===== src/rtl/alu_control.sv =====
// Registered ALU-operation decoder: maps ALUOp/funct3/funct7[5] to a 4-bit ALU code
// one cycle later, and flags encodings that have no legal meaning.
module alu_control (
    input  logic       clk,
    input  logic       rst_n,
    input  logic [1:0] ALUOp,
    input  logic [2:0] funct3,
    input  logic       funct7,
    output logic [3:0] ALUControl,
    output logic       illegal
);

    typedef enum logic [3:0] {
        OP_AND  = 4'b0000,
        OP_OR   = 4'b0001,
        OP_ADD  = 4'b0010,
        OP_XOR  = 4'b0011,
        OP_SLL  = 4'b0100,
        OP_SRL  = 4'b0101,
        OP_SUB  = 4'b0110,
        OP_SLT  = 4'b0111,
        OP_SLTU = 4'b1000,
        OP_SRA  = 4'b1001
    } alu_op_t;

    typedef enum logic [1:0] {
        CLS_ADDR   = 2'b00,
        CLS_BRANCH = 2'b01,
        CLS_RTYPE  = 2'b10,
        CLS_ITYPE  = 2'b11
    } alu_class_t;

    alu_op_t next_op;
    logic    next_illegal;

    // Operation selected by funct3 alone, shared by R-type and I-type decoding.
    function automatic alu_op_t base_op(input logic [2:0] f3, input logic alt);
        case (f3)
            3'b000:  base_op = alt ? OP_SUB : OP_ADD;
            3'b001:  base_op = OP_SLL;
            3'b010:  base_op = OP_SLT;
            3'b011:  base_op = OP_SLTU;
            3'b100:  base_op = OP_XOR;
            3'b101:  base_op = alt ? OP_SRA : OP_SRL;
            3'b110:  base_op = OP_OR;
            default: base_op = OP_AND;
        endcase
    endfunction

    always_comb begin
        // NOTE: defaults first so every path assigns both outputs and no latch is inferred.
        next_op      = OP_ADD;
        next_illegal = 1'b0;
        case (alu_class_t'(ALUOp))
            CLS_ADDR: begin
                next_op      = OP_ADD;
                next_illegal = 1'b0;
            end
            CLS_BRANCH: begin
                case (funct3)
                    3'b000, 3'b001: next_op = OP_SUB;
                    3'b100, 3'b101: next_op = OP_SLT;
                    3'b110, 3'b111: next_op = OP_SLTU;
                    default: begin
                        next_op      = OP_ADD;
                        next_illegal = 1'b1;
                    end
                endcase
            end
            CLS_RTYPE: begin
                next_op      = base_op(funct3, funct7);
                // Only add/sub and the right shifts give funct7[5] a meaning.
                next_illegal = funct7 && (funct3 != 3'b000) && (funct3 != 3'b101);
            end
            CLS_ITYPE: begin
                // For addi the funct7 position is immediate data, so it never selects SUB.
                next_op      = base_op(funct3, funct7 && (funct3 == 3'b101));
                next_illegal = funct7 && (funct3 == 3'b001);
            end
            default: begin
                next_op      = OP_ADD;
                next_illegal = 1'b0;
            end
        endcase
    end

    // NOTE: non-blocking assignments for registered state avoid simulation race conditions.
    always_ff @(posedge clk) begin
        if (!rst_n) begin
            ALUControl <= OP_ADD;
            illegal    <= 1'b0;
        end else begin
            ALUControl <= next_op;
            illegal    <= next_illegal;
        end
    end

endmodule


===== config.mk =====
export PLATFORM = sky130hd
export DESIGN_NAME = alu_control
export DESIGN_NICKNAME = d
export VERILOG_FILES = /design/src/rtl/alu_control.sv
export SDC_FILE = /design/constraint.sdc
export NUM_CORES = 1
export LEC_CHECK = 0
export ABC_AREA = 1
export BUFFER_PORTS_ARGS = -buffer_cell sky130_fd_sc_hd__buf_4
export CAP_MARGIN = 10
export CORE_AREA = 8 8 45 47
export DETAILED_ROUTE_END_ITERATION = 10
export DIE_AREA = 0 0 53 55
export PLACE_DENSITY = 0.47
export SETUP_SLACK_MARGIN = 0.15
export SYNTH_ARGS = -nofsm -noshare
export SYNTH_HDL_FRONTEND = slang
export SYNTH_SLANG_ARGS = --single-unit

===== constraint.sdc =====
create_clock -name clk -period 0.8 [get_ports clk]
set_clock_uncertainty 0.1 [all_clocks]
set_input_delay 0.12 -clock clk [delete_from_list [all_inputs] [get_ports clk]]
set_output_delay 0.12 -clock clk [all_outputs]
set_load 0.05 [all_outputs]

# Yosys cells after proc, flatten, opt, wreduce, memory -nomap -nowiden
# Index checks and enable logic that the tools add are counted.
[classes]
muxes = 10
n_reduce_logical = 11
n_eq_ne = 11
[op_table]
columns = ["cell", "count"]
rows = [
  ["$pmux 4 s7", 2],
  ["$pmux 4 s4", 1],
  ["$eq 3x3->1 const B", 4],
  ["$pmux 4 s3", 1],
  ["$mux 4", 2],
  ["$eq 3x2->1 const B", 2],
  ["$mux 3", 2],
  ["$reduce_or 2->1", 3],
  ["$reduce_or 6->1", 1],
  ["$eq 2x2->1 const B", 2],
  ["$logic_and 1x1->1", 4],
  ["$pmux 1 s4", 1],
  ["$eq 3x1->1 const B", 1],
  ["$logic_not 3->1", 1],
  ["$ne 3x3->1 const B", 1],
  ["$reduce_bool 3->1", 1],
  ["$eq 2x1->1 const B", 1],
  ["$logic_not 2->1", 1],
  ["$mux 1", 1],
]
[word_totals]
wordCells = 34
inputBits = 8
register_bits = 5

# Logic depth before layout (Yosys ltp)
# Gate-level depths: netlist (run 1).
[logic_depth]
ltp_word = 5
depth_mapped = 5
ltp_nobuf = 5

# Least setup slack after synthesis (run 1)
# No wires, ideal clock.
[synth_path]
path_type = "reg-to-output"
from = "reg ALUControl[0]"
to = "out ALUControl[0]"
slack_ns = -0.007
stages_incl_launch_ff = 1
n_path_buf = 0
t_arrival_ns = 0.587
cell_sequence = "dfxtp_1"
[synth_lines]
columns = ["element", "line_no", "text"]
rows = [
  ["start, declared", "9", "output logic [3:0] ALUControl,"],
  ["start signal, assigned", "93", "ALUControl <= next_op;"],
]
# No word-level cell between the ends.

# Worst setup path after layout (run 1)
[layout_path]
from = "reg ALUControl[3]"
to = "out ALUControl[3]"
# No word-level cell between the ends.

==> run metrics, run 1 <==
ANT nets after route 0; CTS sink cnt 5; Synth Flop Type dfxtp_1; Initial DRC Count 6; setup ws final -0.131 ns; top cell type's share of synthesized area 0.369; die area about 2900 µm²; synthesis-to-finish area growth 76.0%; WP data arrival 0.71 ns; post-route DRC violation count 0; share of layout cells above drive strength 1 0.458; GR Overflow Total 0; Core ar. between 1000 and 1500 µm²; Finished Core Util 0.345; Tmin final ~0.93 ns; DR top layer met4; TritonRoute pass-1 iters 2; Fin. Hold Viols 0; RSZ-0062 raised after global routing yes; Hold WC Path Type in2reg; failing checks negative setup slack; Synth warnings 0; vias in the first global route 330; CTS Root Cell clkbuf_4; total number of vias around 330; DP Cell Count 71; critical-path cell list buf_8; final period utilization 1.16; met3 routed WL 80 µm; synth top area cells dfxtp_1 37%, nand2_1 12%, inv_1 11%; Post-Syn Area 272 µm²; Lkg Pwr approximately 0.24 nW; chip height 55 µm; DP Area 408 µm²; Rel. slew slack 0.892; Non-Filler Instances between 70 and 80; global-route wire length before repair 1.26 mm; Syn Nets 50; Placer Congestion ~0.87; most frequent cell after synthesis nand2_1; largest net degree at the start of global routing 8; P per Cell Area 1560 nW/µm²; post-route cell area 478 µm²; CP Data Required Time ~0.58 ns; CTS max path bufs 2; Starting Density 0.196; status finished with violations; synth cell count leaders 9 x nand2_1, 8 x inv_1, 5 x dfxtp_1, 5 x nand3_1, 3 x nor2_1; register area share after synthesis 0.369; # IOs 13; Detailed Route WL 760 µm; slowest stage delay, CP about 0.33 ns; CTS H-tree lvls 1; Seq cells post-synth 5; Syn Inst Count between 40 and 50; max-slew violations 0; CTS tree done; CTS buffer count 3; hold_buf cts 0; crit path capture type output port; Post-Place Worst Slack -0.0473 ns; Die X roughly 53 µm; Netlist cell types 13; gr usage total 0.0591; Worst Tran Pin Value 0.162 ns; post-CTS setup buffers 0; Crit-path slowest cell dfxtp_4; Startpoint Class register; destination of the worst hold path ALUControl[2]; ys async rst share 0; CP max FO 1; Final setup viols 5; met2 wire len 381 µm; met1 wire length between 200 and 300 µm; worst hold path startpoint funct3[0]; antenna cell count 0; Peak Freq around 1100 MHz; Crit Path Category reg2out; Synth Area per Inst 6.46 µm²; Buf/Inv on CP 1; Yosys top cell by area dfxtp_1; Post-synth EDFFs 0; Buffers on Ports 12; VDD IR max 0.370 mV; Largest delay share family, worst path flip-flops; # nets final just under 70; Vias per Instance 4.35; Avg WL per Cell 10.1 µm; Clock Pin Slew Worst Setup and Hold Paths 0.04 ns; Max-Cap Viols 0; HPWL reported at the end of detailed placement about 620 µm; Setup TNS Final -0.652 ns; row cnt 14; initial antenna violation count 0; WHS Path Cells 3
[metal layers]
metal	track usage	vias to the layer above
met1	0.0549	147
met5	0	-
met2	0.0918	9
li1	-	168
met4	0.0733	0
met3	0.0214	2
[sequential cells by signal, summed over array words and instances (netlist names)]
name	flops
ALUControl	4
illegal	1
[how the worst max path moves through the flow]
| stage | startpoint | to | slack [ns] | cells past startpoint |
|---|---|---|---|---|
| after floorplan | funct3[2] | illegal | 0.16 | 5 |
| after global placement | funct3[2] | illegal | -0.07 | 6 |
| after detailed placement | funct3[2] | illegal | -0.05 | 6 |
| after CTS | ALUControl[3] | ALUControl[3] | -0.15 | 1 |
| after global routing | illegal | illegal | -0.16 | 1 |
| final | ALUControl[3] | ALUControl[3] | -0.13 | 1 |
[report_power, final]
group	leakage, nW	total (mW)	internal (mW)	switching [mW]
Sequential	0.0440	0.264	0.256	0.00786
Clock	0.0150	0.282	0.188	0.0943
Combinational	0.184	0.200	0.0854	0.115
Total	0.243	0.747	0.530	0.217
[repair_timing]
item	4_1_cts	5_1_grt
setup endpoints to repair	5	8
resized for setup	10	4
pin swaps	0	1
[per-stage QoR]
stage	power [mW]	hold WS (ns)
floorplan	0.365	0.157
global placement	0.441	0.314
detailed placement	0.441	0.311
CTS	0.764	0.0653
global route	0.804	0.0948
finish	0.747	0.0784
[cell usage in the layout (no fill, tap or decap)]
master	Yosys	final
o21ai_1	2	3
nand4_1	1	1
o21ai_0	2	1
nand2_1	9	9
o211a_1	1	1
inv_4	0	1
inv_2	2	2
clkbuf_1	0	1
nor3_1	1	1
buf_8	0	5
nor2_1	3	3
nand3_1	5	5
dfxtp_4	0	5
clkbuf_4	0	3
buf_4	0	8
inv_1	8	7
a21oi_2	2	3
[kinds of logic after synthesis]
group / synth area share
DFF: 0.369
and+or+nand+nor: 0.300
AOI/OAI and AO/OA: 0.194
buffers and inverters: 0.138
[final cells by class]
type	count	area (µm²)
clock buffer	4	26.3
fill	158	906
inverter	10	40.0
multi-input combinational	27	138
sequential	5	119
tap	16	20.0
timing repair buffer	13	135
(Power assumes the default switching activity.)
==> run 2, diff against run 1 <==
- ABC_AREA: 1 -> default
- PLACE_DENSITY: 0.47 -> 0.51
- clock period: 0.8 -> 1.2 ns (I/O delays scaled with it)
==> run metrics, run 2 <==
Avg WL per Cell between 10 and 15 µm; Largest delay share family, worst path flip-flops; Startpoint Class register; Setup TNS Final 0 ns; Detailed Route WL between 800 and 900 µm; RSZ-0062 raised after global routing yes; CTS tree done; Syn Nets 48; chip height 55 µm; Clock Pin Slew Worst Setup and Hold Paths 0.04 ns; synth cell count leaders 5 x dfxtp_1, 5 x nor2b_1, 4 x a21oi_1, 4 x nand2_1, 4 x o21ai_0; row cnt 14; synthesis-to-finish area growth 42.6%; status complete, no violations; Core ar. around 1400 µm²; biggest regs ALUControl x4, illegal x1; CTS sink cnt 5; Yosys top cell by area dfxtp_1; Crit Path Category reg2out; gr usage total 0.0694; die area 2920 µm²; Synth warnings 0; Synth Flop Type dfxtp_1; Vias per Instance 4.49; post-route DRC violation count 0; max-slew violations 0; fillers between 150 and 200; crit path capture type output port; most frequent cells in the layout 7 x buf_4, 5 x dfxtp_1, 5 x nor2b_1, 5 x buf_6; Max-Cap Viols 0; HPWL reported at the end of detailed placement 621 µm; Tmin final between 0.9 and 1 ns; initial antenna violation count 0; Post-Place Worst Slack around 0.17 ns; Seq cells post-synth 5; Syn Inst Count 40; antenna cell count 0; synth top area cells dfxtp_1 31%, nor2b_1 9.8%, a21oi_1 6.3%; ANT nets after route 0; top cell type's share of synthesized area 0.313; total number of vias between 300 and 400; P per Cell Area approximately 1100 nW/µm²; share of layout cells above drive strength 1 0.352; # nets final 63; largest net degree at the start of global routing 12; Synth Area per Inst 8.01 µm²; Fin. Hold Viols 0; register area share after synthesis 0.313; Hold WC Path Type in2reg; # IOs 13; CP Data Required Time approximately 0.92 ns; Worst Tran Pin Value 0.184 ns; GR Overflow Total 0; Crit-path slowest cell dfxtp_1; CTS H-tree lvls 1; Rel. slew slack 0.878; VDD IR max around 0.19 mV; CTS max path bufs 2; Buffers on Ports 12; Post-synth EDFFs 0; vias in the first global route 290; post-CTS setup buffers 0; CP max FO 1; TritonRoute pass-1 iters 4; Placer Congestion ~0.78; Lkg Pwr 0.191 nW; WP data arrival around 0.7 ns; critical-path cell list buf_6; Buf/Inv on CP 1; ys async rst share 0; CTS Root Cell clkbuf_4; Starting Density 0.231; max reg flops 4; slowest stage delay, CP approximately 0.32 ns; most common cell after layout, fill and taps aside buf_4; Biggest register ALUControl; Post-Syn Area about 320 µm²; CTS buffer count 3; Die X ~53 µm; final period utilization 0.826; Peak Freq ~1000 MHz; setup ws final 0.209 ns; Final setup viols 0; global-route wire length before repair 1.41 mm; Netlist cell types 20; Initial DRC Count 6
## run 2: logic make-up after synthesis
kind of cell / after synthesis / share of synthesized area
AND/OR/NAND/NOR: 17 / 0.309
AO/OA/AOI/OAI: 14 / 0.297
flip-flops: 5 / 0.313
buffers and inverters: 4 / 0.0820
## run 2: layout make-up
type,count,area (µm²),share of cell area
clock buffer,4,26.3,0.0575
inverter,2,7.51,0.0164
multi-input combinational,31,194,0.425
sequential,5,100,0.219
tap,16,20.0,0.0438
timing repair buffer,12,109,0.238
## run 2: metal layers
layer  part of all wire  vias to the layer above  GRT usage
li1                   -                      165          -
met1               0.44                      142     0.0807
met2               0.49                        7     0.0859
met3              0.072                        0     0.0401
met4                  0                        0     0.0647
met5                  0                        -          0
## run 2: report_power, final
part / switching [mW] / internal [mW] / total, mW / leakage [nW]
Combinational: 0.0736 / 0.0539 / 0.128 / 0.135
Clock: 0.0656 / 0.125 / 0.191 / 0.0150
Sequential: 0.00349 / 0.176 / 0.179 / 0.0411
## run 2: worst paths after layout
path / slack [ns] / start / end / depth (start not counted)
min: 0.06 / rst_n / ALUControl[1] / 2
max: 0.21 / ALUControl[2] / ALUControl[2] / 1
## run 2: through the flow
stage	std cells	power [mW]	hold WS (ns)	instance area, µm²	util
2_1_floorplan	40	0.260	0.142	320	-
3_3_place_gp	66	0.305	0.311	412	0.297
3_5_place_dp	66	0.304	0.309	412	0.297
4_1_cts	70	0.503	0.0502	438	0.316
5_1_grt	70	0.545	0.0713	457	0.330
6_report	70	0.498	0.0645	457	0.330
## run 2: repair_timing
action                                  CTS  global route
hold buffers                              0             0
gates resized for setup                   0             5
endpoints found under the setup margin    0             5
